### config.mk
export PLATFORM = sky130hd
export DESIGN_NAME = register_bank_ctrl_flat
export DESIGN_NICKNAME = d
export VERILOG_FILES = /design/src/rtl/register_bank_ctrl_if.sv /design/src/rtl/register_bank_ctrl.sv /design/src/flat_wrapper.sv
export SDC_FILE = /design/constraint.sdc
export NUM_CORES = 1
export LEC_CHECK = 0
export CAP_MARGIN = 20
export CORE_MARGIN = 2
export CORE_UTILIZATION = 25
export DETAILED_ROUTE_END_ITERATION = 8
export GPL_TIMING_DRIVEN = 0
export REMOVE_ABC_BUFFERS = 1
export SKIP_LAST_GASP = 1
export SYNTH_ARGS = -nofsm -noshare
export SYNTH_HDL_FRONTEND = slang
export SYNTH_SLANG_ARGS = --single-unit
### constraint.sdc
create_clock -name register_clk -period 49.1 [get_ports register_clk]
set_input_delay 9.82 -clock register_clk [delete_from_list [all_inputs] [get_ports register_clk]]
set_output_delay 9.82 -clock register_clk [all_outputs]
set_load 0.01 [all_outputs]
### src/rtl/register_bank_ctrl_if.sv
// Host-side bus of the register bank: valid/ready writes, fixed-latency reads
// and the commit handshake that publishes staged control values.
interface register_bank_ctrl_if #(
  parameter int DATA_W = 32,
  parameter int ADDR_W = 4
);
  logic                  wr_valid;
  logic                  wr_ready;
  logic [ADDR_W-1:0]     wr_addr;
  logic [DATA_W-1:0]     wr_data;
  logic [DATA_W/8-1:0]   wr_strb;
  logic                  wr_err;
  logic                  rd_valid;
  logic [ADDR_W-1:0]     rd_addr;
  logic                  rd_rsp_valid;
  logic [DATA_W-1:0]     rd_rsp_data;
  logic                  rd_err;
  logic                  commit;
  logic                  commit_done;

  modport master (
    output wr_valid, wr_addr, wr_data, wr_strb, rd_valid, rd_addr, commit,
    input  wr_ready, wr_err, rd_rsp_valid, rd_rsp_data, rd_err, commit_done
  );

  modport slave (
    input  wr_valid, wr_addr, wr_data, wr_strb, rd_valid, rd_addr, commit,
    output wr_ready, wr_err, rd_rsp_valid, rd_rsp_data, rd_err, commit_done
  );
endinterface

### src/rtl/register_bank_ctrl.sv
// Staged control register bank with atomic commit to live outputs, plus a
// sticky write-1-to-clear status register driving a registered interrupt.
module register_bank_ctrl #(
  parameter int                DATA_W    = 32,
  parameter int                NUM_REGS  = 8,
  parameter int                ADDR_W    = $clog2(NUM_REGS + 1),
  parameter logic [DATA_W-1:0] RESET_VAL = '0
) (
  input  logic                       register_clk,
  input  logic                       register_rst,
  register_bank_ctrl_if.slave        bus,
  output logic [NUM_REGS*DATA_W-1:0] register,
  input  logic [DATA_W-1:0]          register_status,
  output logic                       irq
);

  localparam int STRB_W = DATA_W / 8;
  localparam int IDX_W  = (NUM_REGS > 1) ? $clog2(NUM_REGS) : 1;
  localparam logic [ADDR_W-1:0] STATUS_ADDR = ADDR_W'(NUM_REGS);

  localparam logic [0:0] ST_IDLE   = 1'b0;
  localparam logic [0:0] ST_COMMIT = 1'b1;

  logic [0:0]        state_q, state_d;
  logic [DATA_W-1:0] stg_q  [NUM_REGS];
  logic [DATA_W-1:0] stg_d  [NUM_REGS];
  logic [DATA_W-1:0] live_q [NUM_REGS];
  logic [DATA_W-1:0] live_d [NUM_REGS];
  logic [DATA_W-1:0] sticky_q, sticky_d;
  logic [DATA_W-1:0] rd_rsp_data_q, rd_rsp_data_d;
  logic [DATA_W-1:0] clr;
  logic              irq_q, wr_err_q, rd_rsp_valid_q, rd_err_q, commit_done_q;
  logic              wr_fire;
  logic [IDX_W-1:0]  wr_idx, rd_idx;

  function automatic logic [DATA_W-1:0] strb_mask(input logic [STRB_W-1:0] strb);
    logic [DATA_W-1:0] m;
    for (int k = 0; k < STRB_W; k++) m[k*8 +: 8] = {8{strb[k]}};
    return m;
  endfunction

  assign wr_fire = bus.wr_valid && (state_q == ST_IDLE);
  assign wr_idx  = bus.wr_addr[IDX_W-1:0];
  assign rd_idx  = bus.rd_addr[IDX_W-1:0];

  // NOTE: combinational next-state uses blocking '=' and assigns a default to
  // every target first, so no latch is inferred and later lines see earlier ones.
  always_comb begin
    stg_d = stg_q;
    if (wr_fire && (bus.wr_addr < STATUS_ADDR)) begin
      for (int k = 0; k < STRB_W; k++) begin
        if (bus.wr_strb[k]) stg_d[wr_idx][k*8 +: 8] = bus.wr_data[k*8 +: 8];
      end
    end
  end

  // A status bit raised in the same cycle as its clear stays set.
  always_comb begin
    clr = '0;
    if (wr_fire && (bus.wr_addr == STATUS_ADDR)) clr = bus.wr_data & strb_mask(bus.wr_strb);
    sticky_d = (sticky_q & ~clr) | register_status;
  end

  // Writes are stalled in COMMIT, so stg_q is already final when it is copied.
  always_comb begin
    state_d = state_q;
    live_d  = live_q;
    case (state_q)
      ST_IDLE:   if (bus.commit) state_d = ST_COMMIT;
      ST_COMMIT: begin
        live_d  = stg_q;
        state_d = ST_IDLE;
      end
      default:   state_d = ST_IDLE;
    endcase
  end

  always_comb begin
    rd_rsp_data_d = '0;
    if (bus.rd_valid) begin
      if (bus.rd_addr < STATUS_ADDR)       rd_rsp_data_d = stg_q[rd_idx];
      else if (bus.rd_addr == STATUS_ADDR) rd_rsp_data_d = sticky_q;
    end
  end

  // NOTE: stg/live are flop arrays whose reset value the host relies on, so
  // every entry is reset; a RAM-backed array would be left unreset instead.
  always_ff @(posedge register_clk or posedge register_rst) begin
    if (register_rst) begin
      state_q        <= ST_IDLE;
      for (int i = 0; i < NUM_REGS; i++) begin
        stg_q[i]  <= RESET_VAL;
        live_q[i] <= RESET_VAL;
      end
      sticky_q       <= '0;
      irq_q          <= 1'b0;
      wr_err_q       <= 1'b0;
      rd_rsp_valid_q <= 1'b0;
      rd_rsp_data_q  <= '0;
      rd_err_q       <= 1'b0;
      commit_done_q  <= 1'b0;
    end else begin
      state_q        <= state_d;
      stg_q          <= stg_d;
      live_q         <= live_d;
      sticky_q       <= sticky_d;
      irq_q          <= |sticky_q;
      wr_err_q       <= wr_fire && (bus.wr_addr > STATUS_ADDR);
      rd_rsp_valid_q <= bus.rd_valid;
      rd_rsp_data_q  <= rd_rsp_data_d;
      rd_err_q       <= bus.rd_valid && (bus.rd_addr > STATUS_ADDR);
      commit_done_q  <= (state_q == ST_COMMIT);
    end
  end

  always_comb begin
    for (int i = 0; i < NUM_REGS; i++) register[i*DATA_W +: DATA_W] = live_q[i];
  end

  assign bus.wr_ready     = (state_q == ST_IDLE);
  assign bus.wr_err       = wr_err_q;
  assign bus.rd_rsp_valid = rd_rsp_valid_q;
  assign bus.rd_rsp_data  = rd_rsp_data_q;
  assign bus.rd_err       = rd_err_q;
  assign bus.commit_done  = commit_done_q;
  assign irq              = irq_q;

endmodule
### src/flat_wrapper.sv
// flat-port wrapper written by rule: the top's interface ports become plain ports
module register_bank_ctrl_flat 
#(
  parameter int                DATA_W    = 32,
  parameter int                NUM_REGS  = 8,
  parameter int                ADDR_W    = $clog2(NUM_REGS + 1),
  parameter logic [DATA_W-1:0] RESET_VAL = '0
)
  (register_clk, register_rst, register, register_status, irq, bus_wr_valid, bus_wr_addr, bus_wr_data, bus_wr_strb, bus_rd_valid, bus_rd_addr, bus_commit, bus_wr_ready, bus_wr_err, bus_rd_rsp_valid, bus_rd_rsp_data, bus_rd_err, bus_commit_done);
  register_bank_ctrl_if #(.DATA_W(DATA_W), .ADDR_W(ADDR_W)) bus_i ();
  input  logic register_clk;
  input  logic register_rst;
  output logic [NUM_REGS*DATA_W-1:0] register;
  input  logic [DATA_W-1:0] register_status;
  output logic irq;
  input wire logic [$bits(bus_i.wr_valid)-1:0] bus_wr_valid;
  input wire logic [$bits(bus_i.wr_addr)-1:0] bus_wr_addr;
  input wire logic [$bits(bus_i.wr_data)-1:0] bus_wr_data;
  input wire logic [$bits(bus_i.wr_strb)-1:0] bus_wr_strb;
  input wire logic [$bits(bus_i.rd_valid)-1:0] bus_rd_valid;
  input wire logic [$bits(bus_i.rd_addr)-1:0] bus_rd_addr;
  input wire logic [$bits(bus_i.commit)-1:0] bus_commit;
  output wire logic [$bits(bus_i.wr_ready)-1:0] bus_wr_ready;
  output wire logic [$bits(bus_i.wr_err)-1:0] bus_wr_err;
  output wire logic [$bits(bus_i.rd_rsp_valid)-1:0] bus_rd_rsp_valid;
  output wire logic [$bits(bus_i.rd_rsp_data)-1:0] bus_rd_rsp_data;
  output wire logic [$bits(bus_i.rd_err)-1:0] bus_rd_err;
  output wire logic [$bits(bus_i.commit_done)-1:0] bus_commit_done;
  assign bus_i.wr_valid = bus_wr_valid;
  assign bus_i.wr_addr = bus_wr_addr;
  assign bus_i.wr_data = bus_wr_data;
  assign bus_i.wr_strb = bus_wr_strb;
  assign bus_i.rd_valid = bus_rd_valid;
  assign bus_i.rd_addr = bus_rd_addr;
  assign bus_i.commit = bus_commit;
  assign bus_wr_ready = bus_i.wr_ready;
  assign bus_wr_err = bus_i.wr_err;
  assign bus_rd_rsp_valid = bus_i.rd_rsp_valid;
  assign bus_rd_rsp_data = bus_i.rd_rsp_data;
  assign bus_rd_err = bus_i.rd_err;
  assign bus_commit_done = bus_i.commit_done;
  register_bank_ctrl #(.DATA_W(DATA_W), .NUM_REGS(NUM_REGS), .ADDR_W(ADDR_W), .RESET_VAL(RESET_VAL)) u_core (.register_clk(register_clk), .register_rst(register_rst), .bus(bus_i), .register(register), .register_status(register_status), .irq(irq));
endmodule
==> results of run 1 <==
## critical path: cells and delay by family
kind | cells | cell delay, ns
buffers and inverters | 1 | 0.89
multiplexers | 1 | 0.45
AND/OR/NAND/NOR | 2 | 1.33
## cell families (layout without fill, tap and decap cells)
family                 after synthesis  after routing
other                                0              2
and+or+nand+nor                    150            150
buffers and inverters               87            524
muxes                              591            591
DFF                                582            582
AOI/OAI and AO/OA                   94             94
## cells in the mapped netlist, types with 4 or more instances
cell type,count
buf_2,52
nand4bb_1,4
nor2_4,9
mux4_2,49
nor2_2,7
buf_4,8
nand4_1,34
clkbuf_1,16
a22oi_1,17
nor3b_2,4
mux2_2,503
a211oi_1,30
nor4_1,8
buf_6,4
nand2_2,16
mux2i_1,30
nand2_1,33
a221o_1,15
dfrtp_1,582
nand3_1,18
mux2_1,9
a21o_1,32
## per-stage QoR
| step | util [%] | hold slack [ns] |
|---|---|---|
| 6_report | 33.4 | 0.504 |
| 5_1_grt | 33.4 | 0.514 |
| 4_1_cts | 33.4 | 0.507 |
| 3_5_place_dp | 30.9 | 0.494 |
| 3_3_place_gp | 30.3 | 0.489 |
| 2_1_floorplan | - | 0.471 |
## worst min path at each step
stage / from / end / slack [ns] / cells past startpoint
4_1_cts: u_core.register[26] / u_core.register[26] / 0.51 / 1
5_1_grt: u_core.register[26] / u_core.register[26] / 0.51 / 1
3_5_place_dp: u_core.register[26] / u_core.register[26] / 0.49 / 1
6_report: u_core.register[75] / u_core.register[75] / 0.50 / 1
3_3_place_gp: u_core.register[26] / u_core.register[26] / 0.49 / 1
2_1_floorplan: u_core.sticky_q[27] / u_core.sticky_q[27] / 0.47 / 1
## per-layer routing
| metal | track usage (%) | routed length [um] | part of all wire (%) |
|---|---|---|---|
| met5 | 0 | 103 | 0.13 |
| met4 | 4.13 | 1670 | 2.1 |
| met3 | 4.45 | 5320 | 6.5 |
| met2 | 26.2 | 38200 | 47 |
| met1 | 22.3 | 36200 | 44 |
## state kept, by name (all words and copies together), names as in the netlist
register / flops
u_core.register: 256
u_core.stg_q: 256
u_core.bus.rd_rsp_data: 32
u_core.sticky_q: 32
u_core.bus.commit_done: 1
u_core.bus.rd_err: 1
u_core.bus.rd_rsp_valid: 1
u_core.bus.wr_err: 1
u_core.irq: 1
u_core.state_q: 1
## where the power goes
| part | leakage, nW | internal, mW | switching (mW) |
|---|---|---|---|
| clock network | 1.17 | 0.326 | 0.212 |
| logic | 5.05 | 0.171 | 0.110 |
| registers | 7.50 | 0.565 | 0.0609 |
| total | 13.7 | 1.06 | 0.383 |
## cell usage in the layout (no fill, tap or decap), drive strengths merged
cell / Yosys / layout
dfrtp: 582 / 582
nor2b: 3 / 3
bufinv: 0 / 7
nor4: 8 / 8
clkdlybuf4s50: 0 / 369
nand4bb: 4 / 4
a221o: 15 / 15
inv: 3 / 8
nor2: 17 / 17
mux4: 49 / 49
buf: 67 / 27
nand4: 34 / 34
mux2i: 30 / 30
clkinv: 0 / 14
nor4bb: 2 / 2
nor4b: 1 / 1
nand3: 18 / 18
clkbuf: 17 / 94
clkinvlp: 0 / 5
nand2: 49 / 49
or2: 1 / 1
mux2: 512 / 512
nor3: 1 / 1
a22oi: 17 / 17
diode: 0 / 2
nor3b: 4 / 4
a211oi: 30 / 30
and3b: 2 / 2
and2: 1 / 1
a21o: 32 / 32
and4bb: 2 / 2
nand3b: 3 / 3
## area by class of cell
cell class / count / area (um^2) / area share (%)
multi-input combinational: 835 / 8920 / 28.1
antenna: 2 / 5.00 / 0.0158
timing repair buffer: 396 / 4240 / 13.4
clock inverter: 31 / 377 / 1.19
tap: 1265 / 1580 / 4.99
clock buffer: 94 / 2010 / 6.35
inverter: 3 / 18.8 / 0.0592
sequential: 582 / 14600 / 45.9
==> results.toml, run 1 <==
[clocking]
clock_path_buffers = 3
cts_buffers = 69
clkTransAtPathRegs_ns = 0.06
cts_tree = "built"
clockRootBuffer = "clkbuf_16"
cts_setup_buffers = 0
clock_latency_ns = 0.62
postCtsHoldBufs = 0
htree_levels = 3
clock_sinks = 582
post_cts_resized = 0

[power]
total_leakage_power_nw = 13.7
p_total_mw = 1.44
peakVddDrop_mv = 0.0312
powerDensity_nw_per_um2 = 45.5

[sta]
relSlewSlack_pct = 29.5
fin_crit_ns = 12.02
maxSlewViolCount = 0
worstMarginPinSlew_ns = 1.06
final-setup-viol-count = 0
post-route-period-util_pct = 24.5
final_hold_viol_count = 0
timing.fmax_mhz = 83.2
rsz0062_at_grt = "no"
finClkSkew_ns = 0.0255
setup_slack_ns = 37.08
fin_setup_tns_ns = 0

[die]
die-area_um2 = 98300
pin_count = 375
core_um2 = 95000
die_y_um = 314
dieWidth_um = 314
initial_core_util_pct = 25.2
row_count = 113

[cells_and_area]
design_area_um2 = 31700
nFillCells = 9202
nNetsFinal = 1968
syn_to_final_growth_pct = 32.5
fin_cells = 3208
drive_gt1_share_pct = 38.3

[synth]
synthFlopType = "dfrtp_1"
synth_xor_area_share_pct = 0
syn_inst = 1504
yosysWarningCount = 0
synth_compound_area_share_pct = 3.10
synth_top_family_by_area = "multiplexers"
synth-adder-area-share_pct = 0
synth-simple-area-share_pct = 4.13
synth_cell_types = 36
ys_seq_area_share_pct = 60.8
synth.top_cell.area_share_pct = 60.8
synth_edf_count = 0
synthArstFlopShare_pct = 100
ys_ff_latch = 582
synthMuxAreaShare_pct = 29.9
ys_top_cells_by_area = "dfrtp_1 (61%), mux2_2 (24%), mux4_2 (4.6%)"
syn_avg_cell_area_um2 = 15.9
synth.cell_area_um2 = 24000
synth_top_area_cell = "dfrtp_1"

[detailed_routing]
drc = 0
drt-initial-drc-count = 977
first_pass_iters = 5
drtAntennaViolNets = 0
wl_mm = 81.4
wl_per_cell_um = 25.4
post_drt_via_cell_ratio = 4.66
via_count = 14900

[placed_design]
placed_cells = 3081
place_area_um2 = 29300
dp_slack_ns = 36.42
port_buffers = 374
post-dp-hpwl_mm = 54.8
gp_congestion = 0.756

[worst_setup_path]
crit_type = "in -> reg"
r2r_end = "u_core.stg_q[209]"
critPathLaunch = "bus_wr_strb[2]"
critPathMaxFanout = 10
worstPathCellList = "clkdlybuf4s50_1 > nor4bb_1 > nand2_2 > mux2_1"
ff2ff_setup_slack_ns = 46.20
critPathSlowestCell = "clkdlybuf4s50_1"
endpoint = "u_core.stg_q[209]"
timing.rr.start = "u_core.state_q"
endpoint_kind = "flop"
reg2reg_depth = 4
required_ns = 49.59
cp_data_arrival_time_ns = 12.51
start_kind = "input pin"
max_stage_delay_ns = 0.89

[global_route]
grt_max_degree = 134
grt_pass1_wl_mm = 117
track_usage_pct = 16.5
grt_pass1_vias = 16000
antenna_found_initial = 11
grt_overflow = 0

[run]
cap_viol_max_count = 0

[min_path]
worst_hold_path_type = "reg -> reg"

[run_status]
status = "completed"
Power figures use the tool's default switching activity.
==> run 2: changes to the inputs <==
==> constraint.sdc (replaced) <==
create_clock -name register_clk -period 11.25 [get_ports register_clk]
set_input_delay 2.25 -clock register_clk [delete_from_list [all_inputs] [get_ports register_clk]]
set_output_delay 2.25 -clock register_clk [all_outputs]
set_load 0.01 [all_outputs]
==> results of run 2 <==
Same layout as run 1 (identical final DEF). Status: completed.
Among the figures that moved: setup slack after placement 36.42 ns -> 6.14 ns; setup slack after layout 37.08 ns -> 6.80 ns; register-to-register setup slack 46.20 ns -> 8.35 ns; total power 1.44 mW -> 6.31 mW; worst IR drop on VDD 0.0312 mV -> 0.136 mV
